File: src/rtl/instr_mem_controller_pkg.sv
// rtl/instr_mem_controller_pkg.sv - shared widths and FSM encoding for the instruction memory controller
package instr_mem_controller_pkg;

    localparam int ADDR_W    = 9;
    localparam int DATA_W    = 8;
    localparam int MEM_DEPTH = 512;
    localparam int LEN_W     = ADDR_W + 1;

    typedef logic [1:0] state_t;

    localparam logic [1:0] ST_CLEAR = 2'd0;
    localparam logic [1:0] ST_IDLE  = 2'd1;
    localparam logic [1:0] ST_LOAD  = 2'd2;

endpackage

File: src/rtl/instr_mem_controller_if.sv
// rtl/instr_mem_controller_if.sv - loader, fetch and memory-side signals of the controller
interface instr_mem_controller_if;
    import instr_mem_controller_pkg::*;

    logic              ClrReq;
    logic              LoadStart;
    logic [ADDR_W-1:0] LoadBase;
    logic [LEN_W-1:0]  LoadLen;
    logic              LoadValid;
    logic [DATA_W-1:0] LoadData;
    logic              LoadReady;
    logic              LoadDone;
    logic              LoadErr;
    logic              FetchReq;
    logic [ADDR_W-1:0] FetchAddr;
    logic              FetchGnt;
    logic              FetchValid;
    logic [DATA_W-1:0] FetchData;
    logic              Busy;
    logic [ADDR_W-1:0] Addr;
    logic [DATA_W-1:0] WriteData;
    logic              WAIM;
    logic              RAIM;
    logic              InitAIM;
    logic [DATA_W-1:0] ReadData;

    // master: the system around the controller (loader, fetch unit, memory)
    modport master (
        output ClrReq, LoadStart, LoadBase, LoadLen, LoadValid, LoadData,
               FetchReq, FetchAddr, ReadData,
        input  LoadReady, LoadDone, LoadErr, FetchGnt, FetchValid, FetchData,
               Busy, Addr, WriteData, WAIM, RAIM, InitAIM
    );

    modport slave (
        input  ClrReq, LoadStart, LoadBase, LoadLen, LoadValid, LoadData,
               FetchReq, FetchAddr, ReadData,
        output LoadReady, LoadDone, LoadErr, FetchGnt, FetchValid, FetchData,
               Busy, Addr, WriteData, WAIM, RAIM, InitAIM
    );

endinterface

File: src/rtl/instr_fetch_pipe.sv
// rtl/instr_fetch_pipe.sv - two-stage read strobe to fetch-valid pipeline with data capture
module instr_fetch_pipe #(
    parameter int DATA_W = 8
) (
    input  logic              Clk,
    input  logic              Rst,
    input  logic              raim,
    input  logic [DATA_W-1:0] rd_data,
    output logic              fetch_valid,
    output logic [DATA_W-1:0] fetch_data
);

    logic rd_pending;

    // memory returns ReadData one edge after RAIM; capture it on the following edge
    always_ff @(posedge Clk) begin
        if (!Rst) begin
            rd_pending  <= 1'b0;
            fetch_valid <= 1'b0;
            fetch_data  <= '0;
        end else begin
            rd_pending  <= raim;
            fetch_valid <= rd_pending;
            if (rd_pending)
                fetch_data <= rd_data;
        end
    end

endmodule

File: src/rtl/instr_mem_controller.sv
// rtl/instr_mem_controller.sv - instruction memory controller: clear, program load and fetch arbitration
module instr_mem_controller #(
    parameter int ADDR_W = 9,
    parameter int DATA_W = 8
) (
    input  logic                         Clk,
    input  logic                         Rst,
    instr_mem_controller_if.slave        bus
);
    import instr_mem_controller_pkg::*;

    localparam int CNT_W = ADDR_W + 1;

    state_t             state;
    logic [ADDR_W-1:0]  ptr;
    logic [CNT_W-1:0]   cnt;
    logic [CNT_W:0]     load_end;
    logic               load_bad;
    logic               fetch_gnt;
    logic               load_accept;

    assign load_end    = {2'b00, bus.LoadBase} + {1'b0, bus.LoadLen};
    assign load_bad    = (bus.LoadLen == '0) || (load_end > (CNT_W + 1)'(MEM_DEPTH));
    assign fetch_gnt   = bus.FetchReq && (state == ST_IDLE) && !bus.ClrReq && !bus.LoadStart;
    // a clear request in LOAD wins over a byte offered in the same cycle
    assign load_accept = (state == ST_LOAD) && bus.LoadValid && !bus.ClrReq;

    assign bus.FetchGnt  = fetch_gnt;
    assign bus.LoadReady = (state == ST_LOAD);
    assign bus.Busy      = (state != ST_IDLE);

    always_ff @(posedge Clk) begin
        if (!Rst) begin
            state         <= ST_CLEAR;
            ptr           <= '0;
            cnt           <= '0;
            bus.Addr      <= '0;
            bus.WriteData <= '0;
            bus.WAIM      <= 1'b0;
            bus.RAIM      <= 1'b0;
            bus.InitAIM   <= 1'b0;
            bus.LoadDone  <= 1'b0;
            bus.LoadErr   <= 1'b0;
        end else begin
            bus.WAIM     <= 1'b0;
            bus.RAIM     <= 1'b0;
            bus.InitAIM  <= 1'b0;
            bus.LoadDone <= 1'b0;
            bus.LoadErr  <= 1'b0;
            case (state)
                ST_CLEAR: begin
                    bus.InitAIM <= 1'b1;
                    state       <= ST_IDLE;
                end
                ST_IDLE: begin
                    if (bus.ClrReq) begin
                        state <= ST_CLEAR;
                    end else if (bus.LoadStart) begin
                        if (load_bad) begin
                            bus.LoadErr <= 1'b1;
                        end else begin
                            ptr   <= bus.LoadBase;
                            cnt   <= bus.LoadLen;
                            state <= ST_LOAD;
                        end
                    end else if (fetch_gnt) begin
                        bus.Addr <= bus.FetchAddr;
                        bus.RAIM <= 1'b1;
                    end
                end
                ST_LOAD: begin
                    if (bus.ClrReq) begin
                        bus.LoadErr <= 1'b1;
                        state       <= ST_CLEAR;
                    end else if (load_accept) begin
                        bus.Addr      <= ptr;
                        bus.WriteData <= bus.LoadData;
                        bus.WAIM      <= 1'b1;
                        ptr           <= ptr + 1'b1;
                        cnt           <= cnt - 1'b1;
                        if (cnt == CNT_W'(1)) begin
                            bus.LoadDone <= 1'b1;
                            state        <= ST_IDLE;
                        end
                    end
                end
                default: state <= ST_CLEAR;
            endcase
        end
    end

    instr_fetch_pipe #(
        .DATA_W (DATA_W)
    ) u_fetch_pipe (
        .Clk         (Clk),
        .Rst         (Rst),
        .raim        (bus.RAIM),
        .rd_data     (bus.ReadData),
        .fetch_valid (bus.FetchValid),
        .fetch_data  (bus.FetchData)
    );

endmodule

File: src/flat_wrapper.sv
// flat-port wrapper written by rule: the top's interface ports become plain ports
module instr_mem_controller_flat import instr_mem_controller_pkg::*;
#(
    parameter int ADDR_W = 9,
    parameter int DATA_W = 8
)
  (Clk, Rst, bus_ClrReq, bus_LoadStart, bus_LoadBase, bus_LoadLen, bus_LoadValid, bus_LoadData, bus_FetchReq, bus_FetchAddr, bus_ReadData, bus_LoadReady, bus_LoadDone, bus_LoadErr, bus_FetchGnt, bus_FetchValid, bus_FetchData, bus_Busy, bus_Addr, bus_WriteData, bus_WAIM, bus_RAIM, bus_InitAIM);
  instr_mem_controller_if bus_i ();
  input  logic Clk;
  input  logic Rst;
  input wire logic [$bits(bus_i.ClrReq)-1:0] bus_ClrReq;
  input wire logic [$bits(bus_i.LoadStart)-1:0] bus_LoadStart;
  input wire logic [$bits(bus_i.LoadBase)-1:0] bus_LoadBase;
  input wire logic [$bits(bus_i.LoadLen)-1:0] bus_LoadLen;
  input wire logic [$bits(bus_i.LoadValid)-1:0] bus_LoadValid;
  input wire logic [$bits(bus_i.LoadData)-1:0] bus_LoadData;
  input wire logic [$bits(bus_i.FetchReq)-1:0] bus_FetchReq;
  input wire logic [$bits(bus_i.FetchAddr)-1:0] bus_FetchAddr;
  input wire logic [$bits(bus_i.ReadData)-1:0] bus_ReadData;
  output wire logic [$bits(bus_i.LoadReady)-1:0] bus_LoadReady;
  output wire logic [$bits(bus_i.LoadDone)-1:0] bus_LoadDone;
  output wire logic [$bits(bus_i.LoadErr)-1:0] bus_LoadErr;
  output wire logic [$bits(bus_i.FetchGnt)-1:0] bus_FetchGnt;
  output wire logic [$bits(bus_i.FetchValid)-1:0] bus_FetchValid;
  output wire logic [$bits(bus_i.FetchData)-1:0] bus_FetchData;
  output wire logic [$bits(bus_i.Busy)-1:0] bus_Busy;
  output wire logic [$bits(bus_i.Addr)-1:0] bus_Addr;
  output wire logic [$bits(bus_i.WriteData)-1:0] bus_WriteData;
  output wire logic [$bits(bus_i.WAIM)-1:0] bus_WAIM;
  output wire logic [$bits(bus_i.RAIM)-1:0] bus_RAIM;
  output wire logic [$bits(bus_i.InitAIM)-1:0] bus_InitAIM;
  assign bus_i.ClrReq = bus_ClrReq;
  assign bus_i.LoadStart = bus_LoadStart;
  assign bus_i.LoadBase = bus_LoadBase;
  assign bus_i.LoadLen = bus_LoadLen;
  assign bus_i.LoadValid = bus_LoadValid;
  assign bus_i.LoadData = bus_LoadData;
  assign bus_i.FetchReq = bus_FetchReq;
  assign bus_i.FetchAddr = bus_FetchAddr;
  assign bus_i.ReadData = bus_ReadData;
  assign bus_LoadReady = bus_i.LoadReady;
  assign bus_LoadDone = bus_i.LoadDone;
  assign bus_LoadErr = bus_i.LoadErr;
  assign bus_FetchGnt = bus_i.FetchGnt;
  assign bus_FetchValid = bus_i.FetchValid;
  assign bus_FetchData = bus_i.FetchData;
  assign bus_Busy = bus_i.Busy;
  assign bus_Addr = bus_i.Addr;
  assign bus_WriteData = bus_i.WriteData;
  assign bus_WAIM = bus_i.WAIM;
  assign bus_RAIM = bus_i.RAIM;
  assign bus_InitAIM = bus_i.InitAIM;
  instr_mem_controller #(.ADDR_W(ADDR_W), .DATA_W(DATA_W)) u_core (.Clk(Clk), .Rst(Rst), .bus(bus_i));
endmodule
File: config.mk
export PLATFORM = sky130hd
export DESIGN_NAME = instr_mem_controller_flat
export DESIGN_NICKNAME = d
export VERILOG_FILES = /design/src/rtl/instr_mem_controller_pkg.sv /design/src/rtl/instr_mem_controller_if.sv /design/src/rtl/instr_fetch_pipe.sv /design/src/rtl/instr_mem_controller.sv /design/src/flat_wrapper.sv
export SDC_FILE = /design/constraint.sdc
export NUM_CORES = 1
export LEC_CHECK = 0
export ABC_AREA = 0
export CORE_AREA = 2 2 107 109
export DETAILED_ROUTE_END_ITERATION = 8
export DIE_AREA = 0 0 109 111
export PLACE_DENSITY = 0.61
export SYNTH_ARGS = -nofsm -noshare
export SYNTH_HDL_FRONTEND = slang
export SYNTH_SLANG_ARGS = --single-unit
export TNS_END_PERCENT = 1
File: constraint.sdc
create_clock -name Clk -period 3.6 [get_ports Clk]
set_clock_uncertainty 0.2 [all_clocks]
set_input_delay 0.54 -clock Clk [delete_from_list [all_inputs] [get_ports Clk]]
set_output_delay 0.54 -clock Clk [all_outputs]
set_load 0.005 [all_outputs]
======== Yosys cells after proc, flatten, opt, wreduce, memory -nomap -nowiden ========
Index checks and enable logic that the tools add are counted.
cells by class
  add/subtract/negate cells ............... 3
  reduce and logical (&&, ||, !) cells .... 18
  multiplexer cells ....................... 34
  bitwise gates (word level) .............. 5
  order comparisons ....................... 1
  eq/ne operators ......................... 15
operator list
  operator                                                          number
  two-way mux 9 bit                                                 10
  two-way mux 10 bit                                                5
  one-hot mux 9 bit (2 select lines)                                2
  one-hot mux 10 bit (2 select lines)                               1
  two-way mux 2 bit                                                 6
  inequality test 2 bit (second input constant)                     6
  AND reduction 6 bit                                               2
  adder 9 x 10 -> 11 bit                                            1
  greater-than comparator 11 x 10 -> 1 bit (second input constant)  1
  == test 10 x 1 -> 1 bit (second input constant)                   1
  logical NOT 10 bit                                                1
  subtractor 10 x 1 -> 10 bit (second input constant)               1
  adder 9 x 1 -> 9 bit (second input constant)                      1
  two-way mux 1 bit                                                 8
  OR reduction 4 bit                                                2
  inequality test 3 x 2 -> 1 bit (second input constant)            2
  inequality test 3 bit (second input constant)                     2
  one-hot mux 2 bit (3 select lines)                                1
  logical AND 1 bit                                                 5
  inverter 1 bit                                                    5
  inequality test 2 x 1 -> 1 bit (second input constant)            2
  AND reduction 4 bit                                               1
  AND reduction 3 bit                                               1
  OR reduction 3 bit                                                1
  other kinds (7)                                                   8
storage, ports and cells
  register bits ........................... 53
  logic and storage cells ................. 89
  output and inout port bits .............. 34
  input port bits ......................... 50

======== Depth between registers and ports, before layout ========
  depth in word-level cells ............... 8
  gate-level depth with buffers ........... 12
  gate-level depth less buffers ........... 11

======== By module ========
From an unflattened synthesis, not the netlist that was laid out.
second synthesis, totals
  cell total of the unflattened synthesis .. 380
  area total of the unflattened synthesis .. 3,218.1 um^2
modules (own cells, without submodules)
  module                cells an instance  area each (um^2)  instances  sequential area each (um^2)
  instr_mem_controller  351                2,862.7           1          860.8
  instr_fetch_pipe      29                 355.3             1          200.2

======== Worst setup path after synthesis ========
No wires, ideal clock.
  path type ............................... input -> register
  from .................................... in bus_LoadLen[0]
  to ...................................... reg u_core.cnt[0]
  path buffers ............................ 0
  library setup time ...................... 122 ps
  path slack .............................. 603 ps
  arrival time ............................ 2,675 ps
  stages .................................. 11
  data required time ...................... 3,278 ps
  cell sequence ........................... ha_1 -> inv_1 -> fa_1 -> nand2b_1 -> a21oi_1 -> o21ai_0 -> xnor2_1 -> a41o_2 -> a21o_2 -> nand2_2 -> o311a_1
between the ends
  longest elaborated chain between the ends .. 5
  elaborated cells on any way between the ends .. 10
  classes of those cells .................. add/sub (1); order compare (1); eq/ne (1); mux (4); reduce/logical (3)
ends and longest elaborated chain
  item                                      RTL line                    source
  start, declared                           flat_wrapper.sv:14          input wire logic [$bits(bus_i.LoadLen)-1:0] bus_LoadLen;
  adder 9 x 10 -> 11 bit                    instr_mem_controller.sv:22  assign load_end = {2'b00, bus.LoadBase} + {1'b0, bus.LoadLen};
  greater-than comparator 11 x 10 -> 1 bit  instr_mem_controller.sv:23  assign load_bad = (bus.LoadLen == '0) || (load_end > (CNT_W + 1)'(MEM_DEPTH));
  logical OR 1 bit                          instr_mem_controller.sv:23
  inequality test 2 bit (no source line)    -
  AND reduction 6 bit (no source line)      -
  end signal, assigned                      instr_mem_controller.sv:63  cnt <= bus.LoadLen;
  end signal, assigned                      instr_mem_controller.sv:80  cnt <= cnt - 1'b1;
  end, declared                             instr_mem_controller.sv:16  logic [CNT_W-1:0] cnt;
Parallel ways exist; a longest one is shown, timed or not. The select of a mux whose other input is x is not followed.
A chain may end at the register's enable or synchronous reset.

======== Final worst setup path ========
  from .................................... in bus_LoadLen[0]
  to ...................................... reg u_core.cnt[1]
between the ends
  longest elaborated chain between the ends .. 5
  elaborated cells on any way between the ends .. 6
  classes of those cells .................. add/sub (1); order compare (1); eq/ne (1); reduce/logical (3)
ends and longest elaborated chain
  item                                        RTL line
  adder 9 x 10 -> 11 bit                      instr_mem_controller.sv:22
  greater-than comparator 11 x 10 -> 1 bit    instr_mem_controller.sv:23
  logical OR 1 bit (*)                        instr_mem_controller.sv:23
  inequality test 2 bit (no source line) (*)  -
  AND reduction 6 bit (no source line) (*)    -
Mark *: on every way between the ends. The rest lies on a longest branch, timed or not.

==> metrics.yaml <==
outcome:
  outcome: "complete, no violations"
synth:
  ys_ff_latch: 53
  muxShareOfSynthArea_pct: 7.12
  synthArstFlopShare_pct: 0
  yosys.area_share.simple_pct: 20.5
  synth_top_family_by_area: "compound AO/OA/AOI/OAI gates"
  syn_area_per_cell_um2: 8.27
  synth_top_cells_by_area: "dfxtp_1, mux2i_1, ha_1"
  synth_top_cell_by_area: "dfxtp_1"
  ys.flop_type: "dfxtp_1"
  synth_edf_count: 0
  syn_area_um2: 3230
  yosysSeqAreaShare_pct: 32.8
  ys_warn_count: 0
  synth_compound_area_share_pct: 26.4
  synth.top_cell.area_share_pct: 32.8
  yosys.area_share.adder_pct: 6.81
  ys_types: 61
  syn_inst: 391
  syn-num-nets: 458
  synth_xor_xnor_area_share_pct: 0.813
routing:
  dr.pass1.iters: 5
  drtIter0Drc: 222
  drt-total-wl_um: 9280
  drc: 0
  via_per_inst: 5.13
  postRouteAntennaNets: 0
  wire_per_inst_um: 14.9
  num_vias: 3195
cts:
  cts_tree: "yes"
  worstSkewPairLatency_ps: 290
  clock_sinks: 53
  cts_made_buffers: 5
  root_buffer: "clkbuf_16"
  clk_pin_slew_worst_paths_ps: 70
  htree_levels: 2
  clk_path_buf_depth: 2
worst_setup_path:
  critPathBufInv: 3
  crit_chain: "clkdlybuf4s50_1 > ha_1 > inv_1 > fa_1 > nand2b_1 > a21oi_2 > o211ai_1 > a21oi_1 > and2b_1 > a21oi_4 > buf_4 > nor3_1 > a211oi_2"
  cp_slowest_cell: "clkdlybuf4s50_1"
  crit_fanout: 7
  cp.required_ps: 3610
  cp-end-kind: "register"
  critPathMaxStageDelay_ps: 530
  criticalPathCategory: "input port to register"
  arrival_ps: 3400
  crit_family: "compound AO/OA/AOI/OAI gates"
  cp-start-kind: "input port"
  r2r_setup_slack_ps: 1220
placed_design:
  hpwl_um: 7140
  port_buffers: 83
  dp_slack_ps: -124
  gp_congestion: 0.900
hold_path:
  hp-class: "register to register"
timing:
  slew_headroom_pct: 51.8
  finalSetupViolCount: 0
  drv_slew: 0
  worst-slew-pin-transition_ps: 720
  hold_slack_ps: 260
  fin_crit_ps: 3390
  setup_slack_ps: 209
  fmax_mhz: 295
  fin_crit_sh_pct: 94.2
  grt_setup_unrepaired: "no"
  hold_viol: 0
finish:
  layout-drive-gt1-share_pct: 12.3
  nNetsFinal: 546
  n_antenna_cell: 0
  syn2layout_area_growth_pct: 37.4
  final_common_cell: "clkdlybuf4s50_1"
  fillCellCount: 1123
  mostFrequentLayoutCells: "clkdlybuf4s50_1, dfxtp_1, nand2_1, nor2_1, nand3_1"
global_route:
  gr-total-overflow: 0
  antenna_found_initial: 0
  grt_max_degree: 37
  grt_pass1_vias: 3089
  grt_pass1_wl_um: 15300
  grt_util_all_layers_pct: 15.7
job:
  cap_violations: 0
die:
  ios: 84
  fp-row-count: 39
  die_x_um: 109
  die_area_um2: 12100
  initial_utilization_pct: 29.2
  core-area_um2: 11100
  die_y_um: 111
pwr:
  irDropWorstVdd_uv: 206
  p_leak_nw: 1.59
  powerDensity_nw_per_um2: 340
-- final timing paths --
check | startpoint | to | depth (start not counted)
worst min register to register | u_core.bus.WriteData[0] | u_core.bus.WriteData[0] | 2
worst max-delay path | bus_LoadLen[0] | u_core.cnt[1] | 13
worst max register to register | u_core.state[1] | u_core.bus.Addr[1] | 9
worst min-delay path | u_core.bus.WriteData[0] | u_core.bus.WriteData[0] | 2
-- per-stage QoR --
step	setup TNS, ps	power [mW]	cell area (um2)	cells	util [%]
4_1_cts	0	1.52	4440	623	40.1
6_report	0	1.51	4440	623	40.1
5_1_grt	0	1.59	4440	623	40.1
3_3_place_gp	-511	1.03	4290	615	38.7
3_5_place_dp	-1160	1.03	4290	615	38.7
2_1_floorplan	0	0.872	3230	391	-
-- worst reg2reg max path: stages, from the launching register on --
cell	delay, ps
dfxtp_1	340
inv_1	100
ha_1	220
clkinv_1	240
nor4b_2	410
inv_1	130
a21oi_2	140
buf_4	240
nor2_1	70
a211oi_1	200
-- timing repair --
item / 4_1_cts / 5_1_grt
endpoints found under the setup margin: 0 / 7
buffers inserted: 0 / 0
resized for setup: 0 / 1
hold buffers: 0 / 0
-- cell type report --
| cell class | instances | area, um2 | area share (%) |
|---|---|---|---|
| clock buffer | 5 | 125 | 2.82 |
| clock inverter | 3 | 25.0 | 0.564 |
| inverter | 20 | 75.1 | 1.69 |
| multi-input combinational | 298 | 2000 | 45.0 |
| sequential | 53 | 1060 | 23.9 |
| tap | 143 | 179 | 4.03 |
| timing repair buffer | 101 | 978 | 22.0 |
-- report_power, final --
part | switching, mW | internal [mW]
Sequential | 0.0224 | 0.611
Clock | 0.225 | 0.263
Combinational | 0.206 | 0.185
Total | 0.452 | 1.06
-- routing by layer --
metal	GRT usage [%]	wire (um)
met1	21.3	4230
met2	24.9	4360
met3	1.94	456
met4	6.24	233
met5	0	0
-- cell usage after synthesis (all sizes together) (3+ instances only) --
cell    number
dfxtp       53
a21oi       39
nand2       38
nor2        34
o21ai       29
nand3       28
mux2i       23
inv         19
ha          16
clkbuf      15
o31ai       13
a211oi      11
nor3         8
buf          5
nor3b        5
and2         4
nor2b        4
a21o         3
nand2b       3
o211ai       3
-- registers in the layout, summed over array words and instances (netlist names) --
register	count
u_core.bus.Addr	9
u_core.bus.InitAIM	1
u_core.bus.LoadDone	1
u_core.bus.LoadErr	1
u_core.bus.RAIM	1
u_core.bus.WAIM	1
u_core.bus.WriteData	8
u_core.cnt	10
u_core.ptr	9
u_core.state	2
u_core.u_fetch_pipe.fetch_data	8
u_core.u_fetch_pipe.fetch_valid	1
u_core.u_fetch_pipe.rd_pending	1
-- cell families (layout without fill, tap and decap cells) --
family,count (synthesis),in the layout
xor+xnor,3,3
buf+inv,40,129
mux,23,23
simple gates,137,137
fa+ha+maj,17,17
compound gates,118,118
flops,53,53
No activity file was read; power rests on OpenSTA's default activity.
